`src/rtl/sat_counter.sv`:
```
// Saturating up-counter with synchronous clear.
// Holds at all-ones instead of rolling over.
module sat_counter #(
  parameter int W = 8
) (
  input  logic         clk,
  input  logic         rst,
  input  logic         clr,
  input  logic         inc,
  output logic [W-1:0] cnt
);

  logic [W-1:0] cnt_q;
  logic [W-1:0] cnt_d;

  always_comb begin
    cnt_d = cnt_q;
    if (clr) begin
      cnt_d = '0;
    end else if (inc && (cnt_q != {W{1'b1}})) begin
      cnt_d = cnt_q + W'(1);
    end
  end

  always_ff @(posedge clk) begin
    if (rst) begin
      cnt_q <= '0;
    end else begin
      cnt_q <= cnt_d;
    end
  end

  assign cnt = cnt_q;

endmodule

```
`config.mk`:
```
export PLATFORM = sky130hd
export DESIGN_NAME = sat_counter
export DESIGN_NICKNAME = d
export VERILOG_FILES = /design/src/rtl/sat_counter.sv
export SDC_FILE = /design/constraint.sdc
export NUM_CORES = 1
export LEC_CHECK = 0
export BUFFER_PORTS_ARGS = -buffer_cell sky130_fd_sc_hd__buf_2
export CORE_AREA = 5 5 42 44
export CTS_BUF_LIST = sky130_fd_sc_hd__clkbuf_8
export DETAILED_ROUTE_END_ITERATION = 8
export DIE_AREA = 0 0 47 49
export PLACE_DENSITY = 0.61
export SYNTH_ARGS = -nofsm -noshare
export SYNTH_HDL_FRONTEND = slang
export SYNTH_SLANG_ARGS = --single-unit
export TNS_END_PERCENT = 5
```
`constraint.sdc`:
```
create_clock -name clk -period 1.9 [get_ports clk]
set_input_delay 0.57 -clock clk [delete_from_list [all_inputs] [get_ports clk]]
set_output_delay 0.57 -clock clk [all_outputs]
set_load 0.1 [all_outputs]
```
==> impl_summary.txt <==
----------------------------------------------------
[Status]
  Outcome ... finished, final reports clean

[Power and ir drop]
  Pleak ... 0.000236 uW
  Switching power ... 90.9 uW
  Worst supply voltage drop on vdd ... 0.000597 V
  Clock network fraction of total power ... 50.6%
  Relative contribution of sequential cells to total power ... 42.3%
  Switching power share of the total ... 22.4%
  Int Pwr ... 315 uW
  Post-layout power ... 406 uW
  Power density over the cells ... 738 nW/um^2
  Portion of total power attributed to combinational logic ... 7.1%

[GRT]
  Gr usage total ... 9.68%
  GR Layer Usage met2 ... 12.4%
  Overflow after GRT ... 0
  Met3 global-route usage ... 5.54%
  First-pass GRT wire length ... 1590 um
  Largest net degree at the start of global routing ... 9
  Global routing's busiest layer ... met1
  Routing usage on met1 ... 12.9%
  Vias in the first global route ... 348
  Number of antenna violations at the first check in global routing ... 0

[Worst setup path]
  Worst Setup Start Kind ... flop
  Largest fanout of any net on the critical path ... 7
  Critical path buffers and inverters ... 1
  Arrival time at the worst endpoint ... 1.12 ns
  Crit path max-delay cell type ... sky130_fd_sc_hd__buf_2
  Worst Path Class, Setup ... reg2out
  Chain of cells forming the critical path ... buf_2
  Setup crit end kind ... output port
  CP max stage delay ... 0.47 ns
  Cell type group with the largest total delay on the critical path ... buffers and inverters
  Required time of the critical path ... 1.33 ns

[Clocking]
  Post-CTS Hold Buffers ... 0
  Sinks on Clock Net ... 8
  H-tree depth reported by CTS ... 1
  Count of buffers added by post-CTS timing repair for setup ... 0
  Worst-path clk slew ... 0.04 ns
  CTS resizes ... 0
  Maximum root-to-sink buffer count ... 2
  TritonCTS Buffers ... 3
  Insertion delay to the later sink of the worst-skew pair ... 0.23 ns
  Clock root buffer master ... sky130_fd_sc_hd__clkbuf_8
  Clock tree from TritonCTS ... yes

[Drt]
  First drt pass iteration count ... 2
  Aggregate routed wire length ... 898 um
  Detailed Route Iter0 Violations ... 2
  Total vias in the final route ... 395
  Routed wire per std cell ... 11.8 um
  Drc violations ... 0
  Via-to-Cell Ratio ... 5.20
  Antenna violation net count after detailed routing ... 0

[Synth]
  Mapped Nets ... 52
  Count of state elements after synthesis ... 8
  Post-synthesis area per instance ... 9.26 um^2
  Async set or reset register ratio after synthesis ... 0%
  Area leader, netlist ... sky130_fd_sc_hd__dfxtp_1
  Share of the synthesized area in the top cell type ... 36.8%
  Cell with the most instances after synthesis ... sky130_fd_sc_hd__dfxtp_1
  Prevailing post-synth register cell ... sky130_fd_sc_hd__dfxtp_1
  Number of distinct library cells after synthesis ... 21
  Leading cell types by total area after synthesis ... sky130_fd_sc_hd__dfxtp_1, sky130_fd_sc_hd__mux2i_1, sky130_fd_sc_hd__a2111oi_4
  Post-synth EDFFs ... 0
  Share of synthesized area occupied by flip-flops and latches ... 36.8%
  Combined area of all synthesized cells ... 435 um^2
  Number of warnings printed during yosys synthesis ... 0
  List of most frequent post-synthesis cells ... sky130_fd_sc_hd__dfxtp_1, sky130_fd_sc_hd__nand2_1, sky130_fd_sc_hd__a21oi_1, sky130_fd_sc_hd__mux2i_1
  Synthesized instance count ... 47

[Cells and area]
  Antenna diode instance count ... 0
  Fill count ... 156
  Final Net Count ... 67
  Share of post-route cells with drive strength above 1 ... 35.0%
  Area Overhead vs Synth ... 26.4%
  Final Instance Count excl. Fillers ... 76
  Number of flip-flops in the largest register ... 8

[STA]
  Peak Freq ... 0.593 GHz
  RSZ-0062 raised after global routing ... false
  Post-route clock skew ... 0.000470 ns
  Final period utilization ... 88.7%
  Final-report setup violation count ... 0
  Setup TNS Final ... 0 ns
  Worst-Margin Slew ... 0.486 ns
  Worst slew margin ... 67.8%
  Min Clock Period, post-route ... 1.69 ns
  Fin. Hold Viols ... 0
  Final Slew Violations ... 0

[Floorplanning]
  I/O pin total ... 12
  Core area ... 1400 um^2
  Site row count ... 14
  Initial core utilization ... 31.1%
  X dimension of the die ... 47 um
  Area of the die ... 2300 um^2
  Die extent in y ... 49 um

[Flow run]
  Maximum capacitance violations ... 0

[Hold path]
  Path type of the worst min-delay path ... reg2reg

[Placement]
  RD Place Congestion ... 0.830
  Cell total after placement ... 73
  Port-buffer cells ... 11

----------------------------------------------------
==> placed cells by master (no fill, tap or decap), types with 2 or more instances in the layout <==
cell type	count
sky130_fd_sc_hd__buf_2	11
sky130_fd_sc_hd__nand2_1	6
sky130_fd_sc_hd__dfxtp_2	5
sky130_fd_sc_hd__mux2i_1	4
sky130_fd_sc_hd__a21oi_1	4
sky130_fd_sc_hd__or3_1	3
sky130_fd_sc_hd__and3_1	3
sky130_fd_sc_hd__clkbuf_8	3
sky130_fd_sc_hd__dfxtp_1	3
sky130_fd_sc_hd__and4_1	2
sky130_fd_sc_hd__a21boi_1	2
sky130_fd_sc_hd__nand3_1	2
sky130_fd_sc_hd__nand4_1	2
==> stage by stage <==
| stage | hold slack [ns] | cell area (um^2) | setup WS [ns] | util, % |
|---|---|---|---|---|
| floorplan | 0.634 | 442 | 0.00813 | - |
| global placement | 0.465 | 509 | 0.387 | 36.3 |
| detailed placement | 0.466 | 509 | 0.379 | 36.3 |
| CTS | 0.472 | 551 | 0.201 | 39.3 |
| global route | 0.503 | 551 | 0.167 | 39.3 |
| finish | 0.471 | 551 | 0.215 | 39.3 |
==> power groups by stage <==
| stage | registers (uW) | clock network (uW) | logic (uW) |
|---|---|---|---|
| after global placement | 175 | 0 | 28.9 |
| final | 172 | 205 | 28.9 |
| after CTS | 172 | 212 | 29.1 |
| after floorplan | 185 | 0 | 7.96 |
| after detailed placement | 175 | 0 | 29.1 |
| after global routing | 172 | 220 | 31.8 |
==> routing by layer <==
metal | vias up | wire (um)
li1 | 208 | -
met1 | 173 | 417
met2 | 12 | 391
met3 | 2 | 75
met4 | 0 | 14
met5 | - | 0
==> cells by family (layout without fill, tap and decap cells) <==
family | after synthesis | in the layout | synth area share (%)
muxes | 4 | 4 | 9.20
DFF | 8 | 8 | 36.8
adders and majority gates | 1 | 1 | 2.87
and+or+nand+nor | 22 | 22 | 29.0
AOI/OAI and AO/OA | 10 | 10 | 19.5
buffers and inverters | 2 | 15 | 2.59
==> area by class of cell <==
type | instances | area (um^2) | share of cell area [%]
clock buffer | 3 | 41.3 | 7.50
inverter | 1 | 3.75 | 0.682
multi-input combinational | 37 | 264 | 48.0
sequential | 8 | 166 | 30.2
tap | 16 | 20.0 | 3.64
timing repair buffer | 11 | 55.1 | 10.0
==> final timing paths <==
path / start / slack (ns) / cells past startpoint / end
setup / recovery: cnt[7] / 0.21 / 1 / cnt[7]
hold / removal: cnt[1] / 0.47 / 2 / cnt[1]
setup reg to reg: cnt[0] / 0.49 / 4 / cnt[6]
hold reg to reg: cnt[1] / 0.47 / 2 / cnt[1]
Note: power is estimated with default switching activity, not from simulation.
